File: src/rtl/keypad_pkg.sv
// Shared types and helpers for the keypad front end.
package keypad_pkg;

  // Widest key code any supported geometry can produce.
  localparam int KEY_CODE_MAX_W = 16;

  typedef struct packed {
    logic                      pressed;
    logic [KEY_CODE_MAX_W-1:0] code;
  } key_state_t;

  localparam key_state_t KEY_NONE = '{pressed: 1'b0, code: '0};

  typedef enum logic {
    ST_IDLE,
    ST_HELD
  } key_fsm_t;

  function automatic int keycode_w(input int rows, input int cols, input int n_ops);
    return $clog2(rows * cols + n_ops);
  endfunction

  // Operator pins are numbered after the last matrix key.
  function automatic int op_code_base(input int rows, input int cols);
    return rows * cols;
  endfunction

endpackage

File: src/rtl/key_fifo.sv
// First-word-fall-through event queue with occupancy count.
module key_fifo #(
  parameter  int WIDTH = 5,
  parameter  int DEPTH = 4,
  localparam int AW    = $clog2(DEPTH),
  localparam int CW    = AW + 1
) (
  input  logic             clk,
  input  logic             rst,
  input  logic             push,
  input  logic [WIDTH-1:0] push_data,
  input  logic             rd_ready,
  output logic [WIDTH-1:0] rd_data,
  output logic [CW-1:0]    count,
  output logic             full,
  output logic             empty,
  output logic             pop
);

  logic [WIDTH-1:0] mem [DEPTH];
  logic [AW-1:0]    wr_ptr;
  logic [AW-1:0]    rd_ptr;
  logic             do_push;

  assign empty   = (count == '0);
  assign full    = (count == CW'(DEPTH));
  assign pop     = !empty && rd_ready;
  // A full queue still accepts a push when the head leaves on the same edge.
  assign do_push = push && (!full || pop);

  always_ff @(posedge clk or posedge rst) begin
    if (rst) begin
      wr_ptr <= '0;
      rd_ptr <= '0;
      count  <= '0;
    end else begin
      if (do_push) wr_ptr <= wr_ptr + 1'b1;
      if (pop)     rd_ptr <= rd_ptr + 1'b1;
      if (do_push && !pop)      count <= count + 1'b1;
      else if (!do_push && pop) count <= count - 1'b1;
    end
  end

  always_ff @(posedge clk) begin
    if (do_push) mem[wr_ptr] <= push_data;
  end

  assign rd_data = empty ? '0 : mem[rd_ptr];

endmodule

File: src/rtl/keypad_scanner.sv
// Keypad front end: row scan, per-frame key selection, multi-frame debounce
// and buffered key events with sticky overflow.
module keypad_scanner
  import keypad_pkg::*;
#(
  parameter  int ROWS            = 4,
  parameter  int COLS            = 4,
  parameter  int N_OPS           = 6,
  parameter  int DEBOUNCE_FRAMES = 2,
  parameter  int FIFO_DEPTH      = 4,
  parameter  int EVENT_ON_PRESS  = 0,
  localparam int KW              = keycode_w(ROWS, COLS, N_OPS),
  localparam int CW              = $clog2(FIFO_DEPTH) + 1
) (
  input  logic             clk,
  input  logic             rst,
  output logic [ROWS-1:0]  o_word_lines,
  input  logic [COLS-1:0]  i_bit_lines,
  input  logic [N_OPS-1:0] i_op_pins,
  output logic [KW-1:0]    o_data,
  output logic             o_data_valid,
  input  logic             i_read_ready,
  output logic [CW-1:0]    o_count,
  output logic             o_overflow,
  input  logic             i_overflow_clr
);

  localparam int         RW      = $clog2(ROWS);
  localparam int         OP_BASE = op_code_base(ROWS, COLS);
  localparam logic [3:0] DEB     = 4'(DEBOUNCE_FRAMES);

  logic [RW-1:0]             row_q;
  logic                      frame_start;
  logic                      frame_end;
  logic                      op_hit;
  logic                      mat_hit;
  logic [KEY_CODE_MAX_W-1:0] op_code;
  logic [KEY_CODE_MAX_W-1:0] mat_code;
  key_state_t                prior;
  logic                      prior_op;
  key_state_t                sel;
  logic                      sel_op;
  key_state_t                acc_p0;
  logic                      acc_op_p0;
  key_state_t                cand_p1;
  logic [3:0]                cnt_p1;
  key_state_t                cand_nx;
  logic [3:0]                cnt_nx;
  key_fsm_t                  state_q;
  key_fsm_t                  state_nx;
  logic [KW-1:0]             held_code_p2;
  key_state_t                accepted;
  logic                      accept;
  logic                      push;
  logic [KW-1:0]             push_code;
  logic                      fifo_full;
  logic                      fifo_empty;
  logic                      fifo_pop;
  logic                      drop;

  // Row scan: one-hot drive decoded from the registered counter.
  always_ff @(posedge clk or posedge rst) begin
    if (rst)                           row_q <= '0;
    else if (row_q == RW'(ROWS - 1))   row_q <= '0;
    else                               row_q <= row_q + 1'b1;
  end

  assign o_word_lines = ROWS'(1) << row_q;
  assign frame_start  = (row_q == '0);
  assign frame_end    = (row_q == RW'(ROWS - 1));

  always_comb begin
    op_hit  = 1'b0;
    op_code = '0;
    for (int j = N_OPS - 1; j >= 0; j--) begin
      if (i_op_pins[j]) begin
        op_hit  = 1'b1;
        op_code = KEY_CODE_MAX_W'(OP_BASE + j);
      end
    end
    mat_hit  = 1'b0;
    mat_code = '0;
    for (int c = 0; c < COLS; c++) begin
      if (i_bit_lines[c]) begin
        mat_hit  = 1'b1;
        mat_code = KEY_CODE_MAX_W'(int'(row_q) * COLS + c);
      end
    end
  end

  // Stage p0: frame accumulation; row 0 starts from an empty frame.
  always_comb begin
    prior    = frame_start ? KEY_NONE : acc_p0;
    prior_op = frame_start ? 1'b0 : acc_op_p0;
    sel      = prior;
    sel_op   = prior_op;
    if (op_hit && (!prior_op || op_code < prior.code)) begin
      sel.pressed = 1'b1;
      sel.code    = op_code;
      sel_op      = 1'b1;
    end else if (mat_hit && !prior.pressed) begin
      sel.pressed = 1'b1;
      sel.code    = mat_code;
    end
  end

  always_ff @(posedge clk) begin
    acc_p0    <= sel;
    acc_op_p0 <= sel_op;
  end

  // Stage p1: debounce candidate, updated on the frame-end edge.
  always_comb begin
    if (sel == cand_p1) begin
      cand_nx = cand_p1;
      cnt_nx  = (cnt_p1 >= DEB) ? cnt_p1 : cnt_p1 + 1'b1;
    end else begin
      cand_nx = sel;
      cnt_nx  = 4'd1;
    end
  end

  always_ff @(posedge clk or posedge rst) begin
    if (rst) begin
      cand_p1 <= KEY_NONE;
      cnt_p1  <= '0;
    end else if (frame_end) begin
      cand_p1 <= cand_nx;
      cnt_p1  <= cnt_nx;
    end
  end

  assign accepted = (state_q == ST_HELD) ? '{pressed: 1'b1, code: KEY_CODE_MAX_W'(held_code_p2)}
                                         : KEY_NONE;
  assign accept   = frame_end && (cnt_nx == DEB) && (cand_nx != accepted);

  // Stage p2: accepted key state and event generation.
  always_ff @(posedge clk or posedge rst) begin
    if (rst) state_q <= ST_IDLE;
    else     state_q <= state_nx;
  end

  always_comb begin
    state_nx = state_q;
    if (accept) state_nx = cand_nx.pressed ? ST_HELD : ST_IDLE;
  end

  always_comb begin
    push      = 1'b0;
    push_code = '0;
    if (accept) begin
      if (EVENT_ON_PRESS != 0) begin
        push      = cand_nx.pressed;
        push_code = cand_nx.code[KW-1:0];
      end else begin
        push      = (state_q == ST_HELD);
        push_code = held_code_p2;
      end
    end
  end

  always_ff @(posedge clk) begin
    if (accept) held_code_p2 <= cand_nx.code[KW-1:0];
  end

  key_fifo #(
    .WIDTH (KW),
    .DEPTH (FIFO_DEPTH)
  ) u_fifo (
    .clk       (clk),
    .rst       (rst),
    .push      (push),
    .push_data (push_code),
    .rd_ready  (i_read_ready),
    .rd_data   (o_data),
    .count     (o_count),
    .full      (fifo_full),
    .empty     (fifo_empty),
    .pop       (fifo_pop)
  );

  assign o_data_valid = !fifo_empty;
  assign drop         = push && fifo_full && !fifo_pop;

  // A drop in the same cycle as a clear keeps the flag set.
  always_ff @(posedge clk or posedge rst) begin
    if (rst)                 o_overflow <= 1'b0;
    else if (drop)           o_overflow <= 1'b1;
    else if (i_overflow_clr) o_overflow <= 1'b0;
  end

endmodule
File: config.mk
export PLATFORM = sky130hd
export DESIGN_NAME = keypad_scanner
export DESIGN_NICKNAME = d
export VERILOG_FILES = /design/src/rtl/keypad_pkg.sv /design/src/rtl/key_fifo.sv /design/src/rtl/keypad_scanner.sv
export SDC_FILE = /design/constraint.sdc
export NUM_CORES = 1
export LEC_CHECK = 0
export CAP_MARGIN = 30
export CORE_ASPECT_RATIO = 1.25
export CORE_MARGIN = 3
export CORE_UTILIZATION = 59
export CTS_CLUSTER_DIAMETER = 120
export DETAILED_ROUTE_END_ITERATION = 10
export PLACE_DENSITY = 0.8
export SLEW_MARGIN = 20
export SYNTH_ARGS = -nofsm -noshare
export SYNTH_HDL_FRONTEND = slang
export SYNTH_SLANG_ARGS = --single-unit
File: constraint.sdc
create_clock -name clk -period 6.2 [get_ports clk]
set_input_delay 0.93 -clock clk [delete_from_list [all_inputs] [get_ports clk]]
set_output_delay 0.93 -clock clk [all_outputs]
set_load 0.02 [all_outputs]
# Yosys cells after proc, flatten, opt, wreduce, memory -nomap -nowiden

Memory sizes are Yosys's and may differ from the RTL's.
Index checks and enable logic that the tools add are counted.

Bits in registers: 55
RAM bits: 20
Memories kept: 1
Input port bits: 14
Word-level logic and storage cells: 92
Output and inout port bits: 14

Memories:

| memory     | depth | width | rd ports | clocked after Yosys merged registers in | write ports | RTL line       | text |
|---|---|---|---|---|---|---|---|
| u_fifo.mem | 4     | 5     | 1        | 0                                       | 1           | key_fifo.sv:20 | `logic [WIDTH-1:0] mem [DEPTH];` |

Reductions and logical operators: 22
Add/subtract/negate cells: 9
Shifts and indexed selects: 1
Muxes and demuxes: 39
Eq/ne operators: 5
Order comparisons: 2

Operators with widths:

| cell                                                                  | count |
|---|---|
| 16-bit two-way mux                                                    | 8 |
| 17-bit two-way mux                                                    | 5 |
| 17-bit == test                                                        | 1 |
| 1-bit two-way mux                                                     | 17 |
| 17-bit != test                                                        | 1 |
| 16-bit < comparator                                                   | 1 |
| 5-bit two-way mux                                                     | 3 |
| 4-bit two-way mux                                                     | 3 |
| 4-bit by 2-bit adder with 5-bit output, second input constant         | 2 |
| 1-bit logical AND                                                     | 10 |
| 2-bit by 1-bit adder with 2-bit output, second input constant         | 3 |
| 1-bit logical NOT                                                     | 6 |
| 3-bit two-way mux                                                     | 2 |
| 4-bit by 1-bit adder with 5-bit output, second input constant         | 1 |
| 4-bit by 1-bit adder with 4-bit output, second input constant         | 1 |
| 4-bit by 2-bit == test with 1-bit output, second input constant       | 1 |
| 4-bit by 2-bit >= comparator with 1-bit output, second input constant | 1 |
| 2-bit nonzero test                                                    | 2 |
| 1-bit by 2-bit left shift with 4-bit output, first input constant     | 1 |
| 3-bit by 1-bit adder with 3-bit output, second input constant         | 1 |
| 3-bit == test, second input constant                                  | 1 |
| 3-bit logical NOT                                                     | 1 |
| 3-bit by 1-bit subtractor with 3-bit output, second input constant    | 1 |
| 2-bit == test, second input constant                                  | 1 |
| other kinds (3)                                                       | 4 |

# Logic depth before layout (Yosys ltp)

Depth after elaboration: 21
Depth in mapped cells: 21
Depth with buffers taken out: 19

# By module

From an unflattened synthesis, not the netlist that was laid out.

Cell total of the unflattened synthesis: 381
Area, all modules: 4050.1 um2

Modules (own cells, without submodules):

| module         | area each (um2) | cells each | instances |
|---|---|---|---|
| keypad_scanner | 2859.0          | 312        | 1 |
| key_fifo       | 1191.1          | 69         | 1 |

# Least setup slack after synthesis

No wires, ideal clock.

Kind: input-to-reg
From: input port i_op_pins[0]
To: register u_fifo.count[2]
Cell stages on the path: 19
Arrival: 5.071 ns
Required time: 6.120 ns
Buffers on the path: 2
Library setup time: 0.080 ns
Slack: 1.049 ns
Cell sequence: or4_4 nor3_4 inv_1 ha_1 nor2b_1 o2111ai_4 and3_4 or2_1 buf_2 xor2_1 or4_4 buf_6 nor4_4 ha_1 inv_1 fa_1 xor2_1 nor2_1 xnor2_1

RTL lines:

| item                 | RTL line             | text |
|---|---|---|
| from (decl)          | keypad_scanner.sv:19 | `input logic [N_OPS-1:0] i_op_pins,` |
| to (signal assigned) | key_fifo.sv:39       | `if (do_push && !pop) count <= count + 1'b1;` |
| to (signal assigned) | key_fifo.sv:40       | `else if (!do_push && pop) count <= count - 1'b1;` |
| to (decl)            | key_fifo.sv:14       | `output logic [CW-1:0] count,` |

# Final worst setup path

From: input port i_op_pins[0]
To: register u_fifo.count[2]

Cells in the longest elaborated chain, start to end: 15
Elaborated cells on any way between the ends: 20
Those cells by class: order compare (1); eq/ne (3); mux (7); reduce/logical (9)

RTL lines:

| item                                                                   | RTL line              | text |
|---|---|---|
| 16-bit two-way mux                                                     | keypad_scanner.sv:76  | `if (i_op_pins[j]) begin` |
| 16-bit < comparator                                                    | keypad_scanner.sv:97  | `if (op_hit && (!prior_op \|\| op_code < prior.code)) begin` |
| 1-bit logical OR                                                       | keypad_scanner.sv:97  |  |
| 1-bit logical AND                                                      | keypad_scanner.sv:97  |  |
| 17-bit two-way mux (*)                                                 | keypad_scanner.sv:97  |  |
| parallel branches: the longest is 4 deep, another holds 17-bit == test | n/a                   |  |
| 1-bit logical AND (*)                                                  | keypad_scanner.sv:135 | `assign accept = frame_end && (cnt_nx == DEB) && (cand_nx != accepted);` |
| 1-bit two-way mux (*)                                                  | keypad_scanner.sv:151 | `if (accept) begin` |
| 1-bit logical AND (*)                                                  | key_fifo.sv:29        | `assign do_push = push && (!full \|\| pop);` |
| via u_fifo.do_push                                                     | key_fifo.sv:23        | `logic do_push;` |
| 1-bit logical NOT                                                      | key_fifo.sv:40        |  |
| 1-bit logical AND                                                      | key_fifo.sv:40        |  |
| 2-bit nonzero test (no line)                                           | n/a                   |  |

Mark *: on every way through the listed nets, which the timed path passes.
A chain may end at the register's enable or synchronous reset.

==> impl_metrics.csv <==
group,metric,value,unit
worst_setup_path,r2r_start,"row_q[0]",
clocking,cts_resized,0,
power,p_per_area,294,nW/µm²
sta,fin_crit_sh,90.2,%
logic_synthesis,synth_area,3980,µm²
floorplan,rows,32,
grt,grt_use_total,22.7,%
finish,diodes,0,
clocking,cts_tree,"yes",
logic_synthesis,synth-seq-cells,75,
grt,grt_overflow,0,
logic_synthesis,async_reset_ff_share,42.7,%
worst_setup_path,path_buf_inv,3,
finish,syn2layout_area_growth,13.7,%
logic_synthesis,syn-num-nets,382,
power,p_comb_share,27.6,%
routing,via_count,2767,
grt,grt_max_degree,33,
routing,drt-initial-drc-count,167,
sta,fmax,179,MHz
logic_synthesis,seq_area_frac_synth,48.1,%
floorplan,pin_count,28,
logic_synthesis,syn_inst,353,
worst_setup_path,cpPeakStageDelay,0.59,ns
sta,worst_pin_slew,0.670,ns
sta,relSlewSlack,54.9,%
finish,drive_gt1_share,14.6,%
worst_setup_path,crit_type,"in -> reg",
routing,drt-wirelength-per-cell,17.4,µm
place,place_ws,0.305,ns
power,p_leak,1.81,nW
clocking,insertion_delay,0.34,ns
sta,worst_slack,0.610,ns
floorplan,die_h,97.8,µm
clocking,cts.sinks,75,
place,port_buffers,27,
logic_synthesis,yosys_warnings,0,
place,hpwlAfterDp,6.33,mm
worst_setup_path,endpoint_kind,"register",
clocking,holdBufCountCts,0,
logic_synthesis,synth_cell_types,68,
power,power,1.33,mW
logic_synthesis,synth.top_cell.area_share,20.1,%
worst_setup_path,crit_required,6.47,ns
finish,stdcell_count,475,
worst_setup_path,critPathLaunch,"i_op_pins[0]",
power,irDropWorstVdd,176,µV
clocking,cts_buffers,9,
sta,setup_viol,0,
finish,fill_cells,464,
power,p_switching,412,µW
worst_setup_path,critPathTopFamily,"simple AND/OR/NAND/NOR gates",
run,max_cap_violations,0,
floorplan,design.core.area,6370,µm²
grt,grt_pass1_vias,2677,
logic_synthesis,synth-main-ff-cell,"dfrtp_1",
sta,rsz0062_at_grt,"no",
sta,finalSetupTns,0,ns
power,sw_frac_of_total,31.0,%
sta,drv_slew,0,
worst_setup_path,cp-start-kind,"primary input",
logic_synthesis,yosys.area.top_type,"dfrtp_1",
sta,clock_skew,0.00844,ns
logic_synthesis,postSynthAreaPerCell,11.3,µm²
worst_setup_path,worstPathCellList,"clkdlybuf4s50_1, or4_4, nor3_4, inv_1, ha_1, nor2b_1, o2111ai_4, a21boi_2, mux2_1, o211ai_1, or4_4, nor4_4, ha_1, inv_1, fa_1, xor2_1, nor2_1, xnor2_1",
routing,firstDrtPassIters,5,
power,p_int,916,µW
power,p_seq_share,45.9,%
logic_synthesis,synth.most_common_cell,"dfrtp_1",
clocking,htreeDepth,3,
floorplan,die-area,7770,µm²
routing,drtAntennaViolNets,0,
power,clock_power_share,26.6,%
outcome,status,"complete, no violations",
finish,stdcell_area,4520,µm²
sta,min_period,5.59,ns
grt,grt_pass1_wl,13.3,mm
worst_setup_path,rrSetupSlack,1.38,ns
worst_setup_path,crit_arrival,5.86,ns
routing,drc,0,
clocking,root_buffer,"clkbuf_8",
logic_synthesis,synthTopCellsByCount,"dfrtp_1, and2_1, edfxtp_1",
logic_synthesis,synth_area_leaders,"dfrtp_1, edfxtp_1, dfxtp_1",
routing,avgViaCountPerCell,5.83,
sta,hold_viol_final,0,
logic_synthesis,synth-edff-count,25,
min_path,min_path_type,"reg -> reg",
clocking,cts_setup_buffers,0,
clocking,clk_path_buf_depth,2,
min_path,hp-start,"row_q[0]",
floorplan,die_w,79.4,µm
place,place_area,4340,µm²
place,gp_congestion,0.904,
grt,antenna_found_initial,0,
worst_setup_path,cp_max_fo,13,
place,place_inst,459,
worst_setup_path,cpMaxStageDelayCell,"or4_4",
routing,routed_wl,8.27,mm
finish,nets,414,
floorplan,initial_utilization,62.5,%
clocking,cts.clk_slew.worst_paths,0.08,ns
==> cells in the final DEF (no fill, tap or decap), types with 14 or more instances in the layout <==
cell	n
nand2_1	20
dfxtp_1	18
o21ai_0	15
clkdlybuf4s50_1	27
mux2_2	17
inv_1	18
ha_1	14
and2_1	26
dfrtp_1	32
nor2_1	23
edfxtp_1	25
==> final cells by class <==
| type | instances | area [µm²] | area share [%] |
|---|---|---|---|
| Sequential cell | 75 | 1910 | 42.3 |
| Clock inverter | 6 | 56.3 | 1.25 |
| Timing Repair Buffer | 31 | 300 | 6.64 |
| Clock buffer | 10 | 128 | 2.82 |
| Tap cell | 85 | 106 | 2.35 |
| Inverter | 18 | 67.6 | 1.49 |
| Multi-Input combinational cell | 250 | 1950 | 43.1 |
==> per-stage QoR <==
step,util [%],hold slack (ns)
after floorplan,-,0.450
after global placement,68.1,0.482
after detailed placement,68.1,0.491
after CTS,71.0,0.502
after global routing,71.0,0.525
final,71.0,0.501
==> flip-flops by register name (all words and copies together) (netlist names) <==
register	flops
u_fifo.wr_ptr	2
row_q	2
acc_p0	17
u_fifo.count	3
cnt_p1	4
u_fifo.mem	20
acc_op_p0	1
o_overflow	1
held_code_p2	5
state_q	1
u_fifo.rd_ptr	2
cand_p1	17
==> power groups by stage <==
| stage | clock network (mW) | logic, mW | registers [mW] |
|---|---|---|---|
| after floorplan | 0 | 0.265 | 0.597 |
| after global placement | 0 | 0.353 | 0.615 |
| after detailed placement | 0 | 0.367 | 0.620 |
| after CTS | 0.360 | 0.369 | 0.609 |
| after global routing | 0.377 | 0.397 | 0.619 |
| final | 0.353 | 0.367 | 0.609 |
==> routing by layer <==
metal  vias to the layer above  global-route usage [%]  part of all wire [%]
met5                         -                       0                     0
met4                         0                    10.4                   3.0
met3                        21                    3.41                   3.2
met2                        58                    41.3                    54
met1                      1332                    25.6                    40
li1                       1356                       -                     -
==> worst reg2reg max path, cell delays in order, from the launching register on <==
cell	delay (ns)
dfrtp_1	0.41
inv_1	0.10
ha_1	0.32
inv_1	0.13
nand2_1	0.09
ha_1	0.22
or3_1	0.44
o2111ai_4	0.32
nand2_1	0.28
nor3_1	0.30
o211ai_1	0.14
or4_4	0.59
nor4_4	0.33
ha_1	0.23
inv_1	0.06
fa_1	0.38
xor2_1	0.17
nor2_1	0.11
xnor2_1	0.13
==> final timing paths <==
path / to / depth (start not counted)
setup / recovery: u_fifo.count[2] / 18
hold / removal: row_q[0] / 1
setup reg to reg: u_fifo.count[2] / 18
hold reg to reg: row_q[0] / 1
max in group asynchronous: row_q[0] / 3
min in group asynchronous: cnt_p1[1] / 3
==> logic make-up after synthesis <==
| group | count (synthesis) | synth area share [%] |
|---|---|---|
| AO/OA/AOI/OAI | 61 | 11.8 |
| XOR/XNOR | 17 | 3.74 |
| adder cells (fa/ha/maj) | 15 | 4.91 |
| buffers and inverters | 28 | 2.89 |
| flip-flops | 75 | 48.1 |
| multiplexers | 26 | 8.81 |
| AND/OR/NAND/NOR | 131 | 19.8 |
Note: power is estimated with default switching activity, not from simulation.
